File: config.mk
export PLATFORM = sky130hd
export DESIGN_NAME = regread_bypass
export DESIGN_NICKNAME = d
export VERILOG_FILES = /design/src/rtl/regread_bypass_pkg.sv /design/src/rtl/regread_bypass_lane.sv /design/src/rtl/regread_bypass.sv
export SDC_FILE = /design/constraint.sdc
export NUM_CORES = 1
export LEC_CHECK = 0
export CORE_MARGIN = 2
export CORE_UTILIZATION = 35
export DETAILED_ROUTE_END_ITERATION = 8
export PLACE_DENSITY = 0.77
export SLEW_MARGIN = 25
export SYNTH_ARGS = -nofsm -noshare
export SYNTH_HDL_FRONTEND = slang
export SYNTH_SLANG_ARGS = --single-unit
export TNS_END_PERCENT = 20
File: constraint.sdc
create_clock -name clk -period 6.45 [get_ports clk]
set_input_delay 1.29 -clock clk [delete_from_list [all_inputs] [get_ports clk]]
set_output_delay 1.29 -clock clk [all_outputs]
set_load 0.005 [all_outputs]
File: src/rtl/regread_bypass_pkg.sv
// Shared constants and state encoding for the regread_bypass operand-fetch stage.
package regread_bypass_pkg;

    localparam int RB_AW   = 6;
    localparam int RB_XLEN = 32;
    localparam int RB_TAGW = 32;

    localparam logic [RB_AW-1:0] RB_X0_ADDR = 6'd0;

    typedef enum logic [1:0] {
        ST_EMPTY = 2'd0,
        ST_FETCH = 2'd1,
        ST_WAIT  = 2'd2,
        ST_READY = 2'd3
    } state_e;

endpackage

File: src/rtl/regread_bypass_lane.sv
// One source-operand lane: write-port bypass covering BRAM read-during-write, plus x0 masking.
module regread_bypass_lane
    import regread_bypass_pkg::*;
#(
    parameter int AW   = RB_AW,
    parameter int XLEN = RB_XLEN
) (
    input  logic            clk,
    input  logic            rstn,
    input  logic [AW-1:0]   rd_addr_i,
    input  logic [AW-1:0]   held_addr_i,
    input  logic            wb_we_i,
    input  logic [AW-1:0]   wb_wa_i,
    input  logic [XLEN-1:0] wb_wd_i,
    input  logic            wb_wg_i,
    input  logic [XLEN-1:0] rf_rd_i,
    input  logic            rf_rg_i,
    output logic [XLEN-1:0] op_o,
    output logic            g_o
);

    logic            byp_hit_q, byp_hit_d;
    logic [XLEN-1:0] byp_d_q,   byp_d_d;
    logic            byp_g_q,   byp_g_d;

    // Capture a write landing on the address the BRAM reads this cycle; its output will be stale.
    always_comb begin
        byp_hit_d = wb_we_i && (wb_wa_i == rd_addr_i) && (rd_addr_i != {AW{1'b0}});
        byp_d_d   = wb_wd_i;
        byp_g_d   = wb_wg_i;
    end

    // Bypass registers, aligned with the BRAM's one-cycle read latency.
    always_ff @(posedge clk or negedge rstn) begin
        if (!rstn) begin
            byp_hit_q <= 1'b0;
            byp_d_q   <= {XLEN{1'b0}};
            byp_g_q   <= 1'b0;
        end else begin
            byp_hit_q <= byp_hit_d;
            byp_d_q   <= byp_d_d;
            byp_g_q   <= byp_g_d;
        end
    end

    // Effective operand: x0 is hard zero and never grubby, else bypass beats BRAM data.
    always_comb begin
        if (held_addr_i == {AW{1'b0}}) begin
            op_o = {XLEN{1'b0}};
            g_o  = 1'b0;
        end else if (byp_hit_q) begin
            op_o = byp_d_q;
            g_o  = byp_g_q;
        end else begin
            op_o = rf_rd_i;
            g_o  = rf_rg_i;
        end
    end

endmodule

File: src/rtl/regread_bypass.sv
// Operand-fetch stage behind the 64x36 BRAM register set; holds each instruction until both
// operands are non-grubby. Optional WAIT-cycle counter enabled by REGREAD_STALL_CNT_EN.
module regread_bypass
    import regread_bypass_pkg::*;
#(
    parameter int AW   = RB_AW,
    parameter int XLEN = RB_XLEN
) (
    input  logic            clk,
    input  logic            rstn,
    input  logic            flush,
    input  logic            in_valid,
    output logic            in_ready,
    input  logic [AW-1:0]   in_ra1,
    input  logic [AW-1:0]   in_ra2,
    input  logic [31:0]     in_tag,
    output logic [AW-1:0]   rf_ra1,
    output logic [AW-1:0]   rf_ra2,
    input  logic [XLEN-1:0] rf_rd1,
    input  logic            rf_rg1,
    input  logic [XLEN-1:0] rf_rd2,
    input  logic            rf_rg2,
    input  logic            wb_we,
    input  logic [AW-1:0]   wb_wa,
    input  logic [XLEN-1:0] wb_wd,
    input  logic            wb_wg,
    output logic            out_valid,
    input  logic            out_ready,
    output logic [XLEN-1:0] out_op1,
    output logic [XLEN-1:0] out_op2,
    output logic [31:0]     out_tag
`ifdef REGREAD_STALL_CNT_EN
    ,
    output logic [31:0]     stall_cnt
`endif
);

    state_e        state_q, state_d;
    logic [AW-1:0] ra1_q, ra1_d;
    logic [AW-1:0] ra2_q, ra2_d;
    logic [31:0]   tag_q, tag_d;

    logic          in_fire, out_fire, accept, grubby;
    logic [XLEN-1:0] op1, op2;
    logic          g1, g2;

    regread_bypass_lane #(.AW(AW), .XLEN(XLEN)) u_lane1 (
        .clk(clk), .rstn(rstn), .rd_addr_i(rf_ra1), .held_addr_i(ra1_q),
        .wb_we_i(wb_we), .wb_wa_i(wb_wa), .wb_wd_i(wb_wd), .wb_wg_i(wb_wg),
        .rf_rd_i(rf_rd1), .rf_rg_i(rf_rg1), .op_o(op1), .g_o(g1)
    );

    regread_bypass_lane #(.AW(AW), .XLEN(XLEN)) u_lane2 (
        .clk(clk), .rstn(rstn), .rd_addr_i(rf_ra2), .held_addr_i(ra2_q),
        .wb_we_i(wb_we), .wb_wa_i(wb_wa), .wb_wd_i(wb_wd), .wb_wg_i(wb_wg),
        .rf_rd_i(rf_rd2), .rf_rg_i(rf_rg2), .op_o(op2), .g_o(g2)
    );

    // Handshakes; valid is withheld in READY if a fresh write just made an operand grubby.
    always_comb begin
        grubby    = g1 | g2;
        out_valid = (state_q == ST_READY) && !grubby;
        out_fire  = out_valid && out_ready;
        in_ready  = (state_q == ST_EMPTY) || out_fire;
        in_fire   = in_valid && in_ready;
        accept    = in_fire && !flush;
        rf_ra1    = in_fire ? in_ra1 : ra1_q;
        rf_ra2    = in_fire ? in_ra2 : ra2_q;
        out_op1   = op1;
        out_op2   = op2;
        out_tag   = tag_q;
        ra1_d     = accept ? in_ra1 : ra1_q;
        ra2_d     = accept ? in_ra2 : ra2_q;
        tag_d     = accept ? in_tag : tag_q;
    end

    // Next-state logic; flush overrides everything.
    always_comb begin
        state_d = state_q;
        case (state_q)
            ST_EMPTY: begin
                if (accept) state_d = ST_FETCH;
                else        state_d = ST_EMPTY;
            end
            ST_FETCH, ST_WAIT: begin
                if (grubby) state_d = ST_WAIT;
                else        state_d = ST_READY;
            end
            ST_READY: begin
                if (out_fire)    state_d = accept ? ST_FETCH : ST_EMPTY;
                else if (grubby) state_d = ST_WAIT;
                else             state_d = ST_READY;
            end
            default: state_d = ST_EMPTY;
        endcase
        if (flush) begin
            state_d = ST_EMPTY;
        end else begin
            state_d = state_d;
        end
    end

    // Held instruction and FSM state.
    always_ff @(posedge clk or negedge rstn) begin
        if (!rstn) begin
            state_q <= ST_EMPTY;
            ra1_q   <= {AW{1'b0}};
            ra2_q   <= {AW{1'b0}};
            tag_q   <= 32'd0;
        end else begin
            state_q <= state_d;
            ra1_q   <= ra1_d;
            ra2_q   <= ra2_d;
            tag_q   <= tag_d;
        end
    end

`ifdef REGREAD_STALL_CNT_EN
    logic [31:0] stall_cnt_q;

    // Free-running count of WAIT cycles, wrapping naturally at 2^32.
    always_ff @(posedge clk or negedge rstn) begin
        if (!rstn) begin
            stall_cnt_q <= 32'd0;
        end else if (state_q == ST_WAIT) begin
            stall_cnt_q <= stall_cnt_q + 32'd1;
        end else begin
            stall_cnt_q <= stall_cnt_q;
        end
    end

    assign stall_cnt = stall_cnt_q;
`endif

endmodule

==> implementation parameters, run 1 <==
Parameter                              Value

Run status
  Outcome ... finished, final reports clean

Worst setup path
  Depth of the worst register-to-register path ... 6
  Critical path startpoint ... out_ready
  Startpoint type of the worst setup path ... input pin
  Launch point of the worst reg-to-reg path ... u_lane1.byp_hit_q$_DFF_PN0_
  Cell Chain, Critical Path ... clkdlybuf4s50_1 -> and3_1 -> a31o_2 -> mux2_2 -> clkdlybuf4s50_1
  CP Data Required Time ... 5.16 ns
  Worst stage delay on the critical path ... 0.54 ns
  Setup CP Type ... in2out
  CP Capture Type ... output pin
  Maximum fanout count along the critical path ... 9
  Slowest CP cell ... clkdlybuf4s50_1
  CP dominant cell by count ... clkdlybuf4s50_1
  CP Data Arrival Time ... 3.44 ns

Clock network
  # clock sinks ... 81
  Hold-fix buffers at CTS ... 0
  Clk Tree Root Cell ... clkbuf_16
  Post-cts sizing count ... 0
  Clock-pin slew reported for the worst setup and hold paths after clock tree synthesis ... 0.06 ns
  Clock buffer count from CTS ... 9
  Deepest clock path buffer count ... 2
  Number of H-tree branching levels ... 3
  Count of buffers added by post-CTS timing repair for setup ... 0
  Later-pin clock latency in the skew report ... 0.33 ns
  CTS tree ... done

Routing
  Total wire length after detailed routing ... 14420 um
  Length of the first detailed-routing pass in iterations ... 4
  Iteration-0 DRC Markers ... 141
  Number of nets with antenna violations after detailed routing ... 0
  Via density per instance ... 5.058
  WL per Instance ... 17.93 um
  Vias ... 4067
  Remaining design rule violation count ... 0

Yosys
  Top flip-flop cell by instance count after synthesis ... dfrtp_1
  Area fraction of the dominant cell type after synthesis ... 46.96%
  Synth async-reset ratio ... 100.0%
  Number of enable-type register cells in the synthesized netlist ... 0
  Mean post-synth cell area ... 10.87 um2
  Number of cells produced by synthesis ... 397
  #FFs+latches synth ... 81
  Sequential cell area fraction in the yosys report ... 46.96%
  Count of distinct cell types in the synthesized netlist ... 40
  Cell types with the largest area share after synthesis ... dfrtp_1, mux2i_1, mux2_2
  Mapped cell area ... 0.004317 mm2
  Yosys top cell by area ... dfrtp_1
  Number of nets in the synthesized netlist ... 554
  Yosys warning total ... 0

Power and ir drop
  Internal power ... 1.203 mW
  Leakage power total ... 2.918 nW
  Switching power summed over all nets ... 0.4203 mW
  Worst voltage drop across the vdd grid ... 0.0001636 V
  Relative contribution of sequential cells to total power ... 38.6%
  Sw Ratio ... 25.89%
  PD cells ... 218.9 mW/mm2
  Relative contribution of combinational cells to total power ... 29.5%
  Clock share of power ... 31.9%
  Overall power after layout ... 1.623 mW

Floorplan
  CORE AREA ... 0.01201 mm2
  Total Die Area ... 0.01324 mm2
  Num rows ... 40
  Horizontal die dimension ... 115.1 um
  Die Height ... 115.1 um
  Top-Level Pins ... 265
  Initial Util ... 35.94%

Timing
  Highest clock frequency the design can meet ... 211.6 MHz
  Setup TNS ... 0 ns
  Worst slew margin relative to its limit ... 32.86%
  Period Utilization, post-route ... 73.26%
  Worst Clk Skew ... 0.007372 ns
  Final critical path time including I/O delays and setup ... 4.725 ns
  Hold Fails Final Rpt ... 0
  Count of pins over their slew limit ... 0
  Final setup violation count ... 0
  Final worst-path setup slack ... 1.725 ns
  Transition at the pin with the smallest max-transition slack ... 1.007 ns
  Unrepaired setup endpoints after global routing ... no

Flow run
  Max-cap check violation count ... 0

Place
  Worst-case setup slack after placement ... 1.754 ns
  Port Buffer Count ... 264
  Total half-perimeter wirelength after legalization and detailed placement ... 11410 um
  Post-placement cell area ... 0.007111 mm2
  Final weighted congestion in routability-driven placement ... 0.9162

Final layout
  Diodes inserted ... 0
  Area growth from synthesis to final layout ... 71.80%
  Ratio of cells with drive above 1 in the final layout ... 13.39%
  Number of nets in the finished design ... 809
  Post-route design area ... 0.007416 mm2
  Fill count ... 994

Global routing
  Grt ovf ... 0
  GRT Overall Usage ... 21.34%
  Antenna violations before repair ... 0
  Maximum number of pins on one net before global-route repair ... 44
  First-pass GRT wire length ... 22160 um
  Vias in the first global route ... 4287

Worst hold path
  Class of the worst hold path ... reg2reg
  Source of the worst hold timing path ... out_tag[20]$_DFFE_PN0N_
  Cells on Worst Hold Path ... 1
==> through the flow <==
stage,hold slack (ns),utilization (%),cells
after floorplan,0.5003,-,397
after global placement,0.4892,58.97,787
after detailed placement,0.4941,59.20,788
after CTS,0.5082,61.74,804
after global routing,0.5260,61.74,804
final,0.5056,61.74,804
==> logic make-up (layout without fill, tap and decap cells) <==
kind of cell | Yosys count | after routing | share of synthesized area (%)
adder cells (fa/ha/maj) | 2 | 2 | 0.5796
AND/OR/NAND/NOR | 130 | 130 | 13.62
buffers and inverters | 29 | 289 | 2.696
XOR/XNOR | 2 | 2 | 0.4059
multiplexers | 115 | 115 | 28.43
flip-flops | 81 | 81 | 46.96
AO/OA/AOI/OAI | 38 | 38 | 7.304
==> state kept, by name, indices dropped and copies added, names as in the netlist <==
signal             flops
out_tag               32
u_lane2.byp_d_q       32
ra1_q                  6
ra2_q                  6
state_q                2
u_lane1.byp_hit_q      1
u_lane2.byp_g_q        1
u_lane2.byp_hit_q      1
==> metal layers <==
| layer | GRT usage [%] | part of all wire, % | up-vias |
|---|---|---|---|
| li1 | - | - | 1919 |
| met1 | 24.61 | 39 | 1937 |
| met2 | 38.16 | 51 | 187 |
| met3 | 5.693 | 8.2 | 24 |
| met4 | 7.550 | 2.0 | 0 |
| met5 | 0 | 0 | - |
==> cell usage in the layout, fill, tap and decap left out, types with 3 or more instances in the layout <==
master / netlist / final
clkdlybuf4s50_1: 0 / 263
dfrtp_1: 81 / 79
nor2_1: 69 / 69
mux2i_1: 66 / 66
mux2_2: 47 / 47
nand2_1: 26 / 26
and3_1: 9 / 9
clkbuf_16: 0 / 9
a21oi_1: 8 / 8
a31o_2: 6 / 6
inv_1: 5 / 5
a32oi_1: 5 / 5
nand3_1: 4 / 4
nor3_1: 6 / 4
buf_4: 0 / 4
o21ai_0: 3 / 3
clkinvlp_4: 0 / 3
==> area by class of cell <==
class,instances,area [um2],area share [%]
timing repair buffer,268,2690,36.27
multi-input combinational,287,2188,29.51
sequential,81,2029,27.37
clock buffer,10,239.0,3.223
tap,147,183.9,2.480
clock inverter,6,66.31,0.8942
inverter,5,18.77,0.2531
==> worst max-delay path, delay by kind of cell <==
kind	cells	cell delay, ns
buf+inv	2	1.02
mux	1	0.38
compound gates	1	0.33
simple gates	1	0.42
==> synthesized netlist by cell type, types with 2 or more instances <==
cell type and count:
o311ai_0 2, o31a_1 2, xor2_1 2, a31o_2 6
or3_1 2, nor2_1 69, nor4b_1 2, nand3_1 4
nor4_1 2, a32oi_1 5, o22ai_1 2, and4b_1 2
nor3_1 6, a21oi_1 8, and3_1 9, or2_2 2
a31oi_1 2, o31ai_4 2, buf_1 6, dfrtp_1 81
clkbuf_1 12, nand2_1 26, ha_1 2, buf_2 6
or4_4 2, o21ai_0 3, inv_1 5, mux2_2 47
mux2i_1 66, o31ai_1 2
==> path summary, 6_finish.rpt <==
check / endpoint / slack (ns)
worst max register to register: out_tag[18]$_DFFE_PN0N_ / 3.13
max in group asynchronous: u_lane2.byp_hit_q$_DFF_PN0_ / 4.57
worst max-delay path: rf_ra1[5] / 1.72
worst min-delay path: out_tag[20]$_DFFE_PN0N_ / 0.51
min in group asynchronous: out_tag[6]$_DFFE_PN0N_ / 0.93
worst min register to register: out_tag[20]$_DFFE_PN0N_ / 0.51
==> power groups by stage <==
stage               Combinational [mW]  Clock [mW]  Sequential, mW
global placement                 0.472           0           0.632
floorplan                        0.168           0           0.622
finish                           0.479       0.517           0.627
detailed placement               0.482           0           0.637
global route                     0.518       0.555           0.636
CTS                              0.484       0.533           0.628
No activity file was read; power rests on OpenSTA's default activity.
==> run 2: changes to the inputs <==
Clock period 6.45 ns to 4.9 ns, I/O delays scaled along.
==> implementation parameters, run 2 (same netlist as run 1, synthesis figures left out) <==
Parameter                              Value

Worst setup path
  Depth of the worst register-to-register path ... 6 (unchanged)
  CP Data Required Time ... 3.92 ns (was 5.16 ns)
  CP Capture Type ... output pin (unchanged)
  Endpoint of the worst register-to-register path ... out_tag[18]$_DFFE_PN0N_ (unchanged)
  CP Data Arrival Time ... 3.10 ns (was 3.44 ns)
  Startpoint type of the worst setup path ... flop (was input pin)
  Launch point of the worst reg-to-reg path ... ra2_q[0]$_DFFE_PN0N_ (was u_lane1.byp_hit_q$_DFF_PN0_)
  Maximum fanout count along the critical path ... 15 (was 9)
  Setup CP Type ... reg2out (was in2out)
  Reg-to-reg slack, setup ... 1.72 ns (was 3.13 ns)

Routing
  Vias ... 4128 (was 4067)
  WL per Instance ... 18.06 um (was 17.93 um)
  Remaining design rule violation count ... 0 (unchanged)
  Length of the first detailed-routing pass in iterations ... 7 (was 4)
  Via density per instance ... 5.122 (was 5.058)
  Number of nets with antenna violations after detailed routing ... 0 (unchanged)
  Total wire length after detailed routing ... 14560 um (was 14420 um)
  Iteration-0 DRC Markers ... 186 (was 141)

Final layout
  Area growth from synthesis to final layout ... 71.80% (unchanged)
  Most common library cell in the layout ignoring fill and taps ... clkdlybuf4s50_1 (unchanged)
  Number of nets in the finished design ... 811 (was 809)
  Ratio of cells with drive above 1 in the final layout ... 13.51% (was 13.39%)
  Area taken by flip-flops and latches ... 0.002029 mm2 (unchanged)
  Area of combinational cells with multiple inputs ... 0.002188 mm2 (unchanged)
  Final core utilization ... 61.74% (unchanged)
  Diodes inserted ... 0 (unchanged)
  Commonest non-fill, non-tap cells in the layout ... clkdlybuf4s50_1, dfrtp_1, nor2_1 (unchanged)
  Fill count ... 989 (was 994)

Worst hold path
  Class of the worst hold path ... reg2reg (unchanged)
  Terminating pin of the worst hold path ... out_tag[2]$_DFFE_PN0N_ (was out_tag[20]$_DFFE_PN0N_)
  Source of the worst hold timing path ... out_tag[2]$_DFFE_PN0N_ (was out_tag[20]$_DFFE_PN0N_)
  Cells on Worst Hold Path ... 1 (unchanged)

Place
  Port Buffer Count ... 264 (unchanged)
  Total half-perimeter wirelength after legalization and detailed placement ... 11400 um (was 11410 um)
  Final weighted congestion in routability-driven placement ... 0.9611 (was 0.9162)

Global routing
  Antenna violations before repair ... 0 (unchanged)
  Vias in the first global route ... 4350 (was 4287)
  First-pass GRT wire length ... 22330 um (was 22160 um)
  GRT Overall Usage ... 21.70% (was 21.34%)
  Maximum number of pins on one net before global-route repair ... 60 (was 44)
  Grt ovf ... 0 (unchanged)

Clock network
  Deepest clock path buffer count ... 2 (unchanged)
  Post-cts sizing count ... 0 (unchanged)
  Clk Tree Root Cell ... clkbuf_16 (unchanged)
  Clock-pin slew reported for the worst setup and hold paths after clock tree synthesis ... 0.06 ns (about the same)
  Hold-fix buffers at CTS ... 0 (unchanged)
  Number of H-tree branching levels ... 3 (unchanged)
  Count of buffers added by post-CTS timing repair for setup ... 0 (unchanged)
  CTS tree ... done (unchanged)
  # clock sinks ... 81 (unchanged)
  Later-pin clock latency in the skew report ... 0.33 ns (about the same)
  Clock buffer count from CTS ... 9 (unchanged)

Power and ir drop
  PD cells ... 286.2 mW/mm2 (was 218.9 mW/mm2)
  Worst voltage drop across the vdd grid ... 0.0002390 V (was 0.0001636 V)
  Leakage power total ... 2.926 nW (was 2.918 nW)

Run status
  Outcome ... finished, final reports clean (unchanged)

Timing
  Highest clock frequency the design can meet ... 245.1 MHz
  Worst Clk Skew ... 0.008054 ns (was 0.007372 ns)
  Final critical path time including I/O delays and setup ... 4.080 ns
  Final setup violation count ... 0 (unchanged)
  Transition at the pin with the smallest max-transition slack ... 0.7472 ns (was 1.007 ns)
  Period Utilization, post-route ... 83.26%
  Hold Fails Final Rpt ... 0 (unchanged)
  Unrepaired setup endpoints after global routing ... no (unchanged)
  Count of pins over their slew limit ... 0 (unchanged)
  Setup TNS ... 0 ns (unchanged)
  Worst slew margin relative to its limit ... 50.19% (was 32.86%)

Floorplan
  Top-Level Pins ... 265 (unchanged)
  CORE AREA ... 0.01201 mm2 (unchanged)
  Total Die Area ... 0.01324 mm2 (unchanged)
  Horizontal die dimension ... 115.1 um (unchanged)
  Die Height ... 115.1 um (unchanged)
  Num rows ... 40 (unchanged)
  Initial Util ... 35.94% (unchanged)

Flow run
  Max-cap check violation count ... 0 (unchanged)
==> run 2: cell types whose count changed in the layout (fill, tap and decap cells not counted), sizes merged <==
| cell | previous run | this run |
|---|---|---|
| clkbuf | 10 | 11 |
| inv | 6 | 5 |
| buf | 5 | 7 |
| clkinv | 1 | 2 |
| clkinvlp | 3 | 2 |
==> run 2: through the flow <==
stage	std cells	power (mW)	hold WS [ns]	worst slack, ns	cell area [um2]
6_report	806	2.122	0.5032	0.8205	7416
5_1_grt	806	2.235	0.5256	0.6867	7416
4_1_cts	806	2.149	0.5077	0.8232	7416
3_5_place_dp	790	1.472	0.4967	0.8447	7118
3_3_place_gp	790	1.456	0.4889	0.8541	7118
2_1_floorplan	397	1.039	0.5003	1.891	4317
==> run 2: power by group <==
| group | internal (mW) | switching, mW | total, mW |
|---|---|---|---|
| Clock | 0.407 | 0.258 | 0.665 |
| Sequential | 0.756 | 0.0648 | 0.821 |
| Combinational | 0.418 | 0.219 | 0.637 |
==> run 2: worst max path at each step <==
stage                     slack, ns        end                 start
after floorplan                1.89  rf_ra1[5]              in_valid
after global placement         0.85  rf_ra1[5]             out_ready
after detailed placement       0.84  rf_ra1[5]             out_ready
after CTS                      0.82  rf_ra1[5]  ra1_q[5]$_DFFE_PN0N_
after global routing           0.69  rf_ra1[5]  ra1_q[5]$_DFFE_PN0N_
final                          0.82  rf_ra1[5]  ra1_q[5]$_DFFE_PN0N_
==> run 2: routing by layer <==
layer | part of all wire, % | track usage, % | up-vias
li1 | - | - | 1933
met1 | 39 | 24.97 | 2000
met2 | 51 | 38.59 | 173
met3 | 7.7 | 5.746 | 22
met4 | 2.0 | 8.273 | 0
met5 | 0 | 0 | -
==> run 2: layout make-up <==
type                       instances  area share [%]
timing repair buffer             270           36.38
multi-input combinational        287           29.51
sequential                        81           27.37
clock buffer                      11           3.273
tap                              147           2.480
clock inverter                     5          0.7424
inverter                           5          0.2531
==> run 2: critical path, cell delays in order, from the launching register on <==
cell	delay [ns]
dfrtp_1	0.39
or4_4	0.59
o31ai_4	0.57
a31o_2	0.37
mux2_2	0.38
clkdlybuf4s50_1	0.47
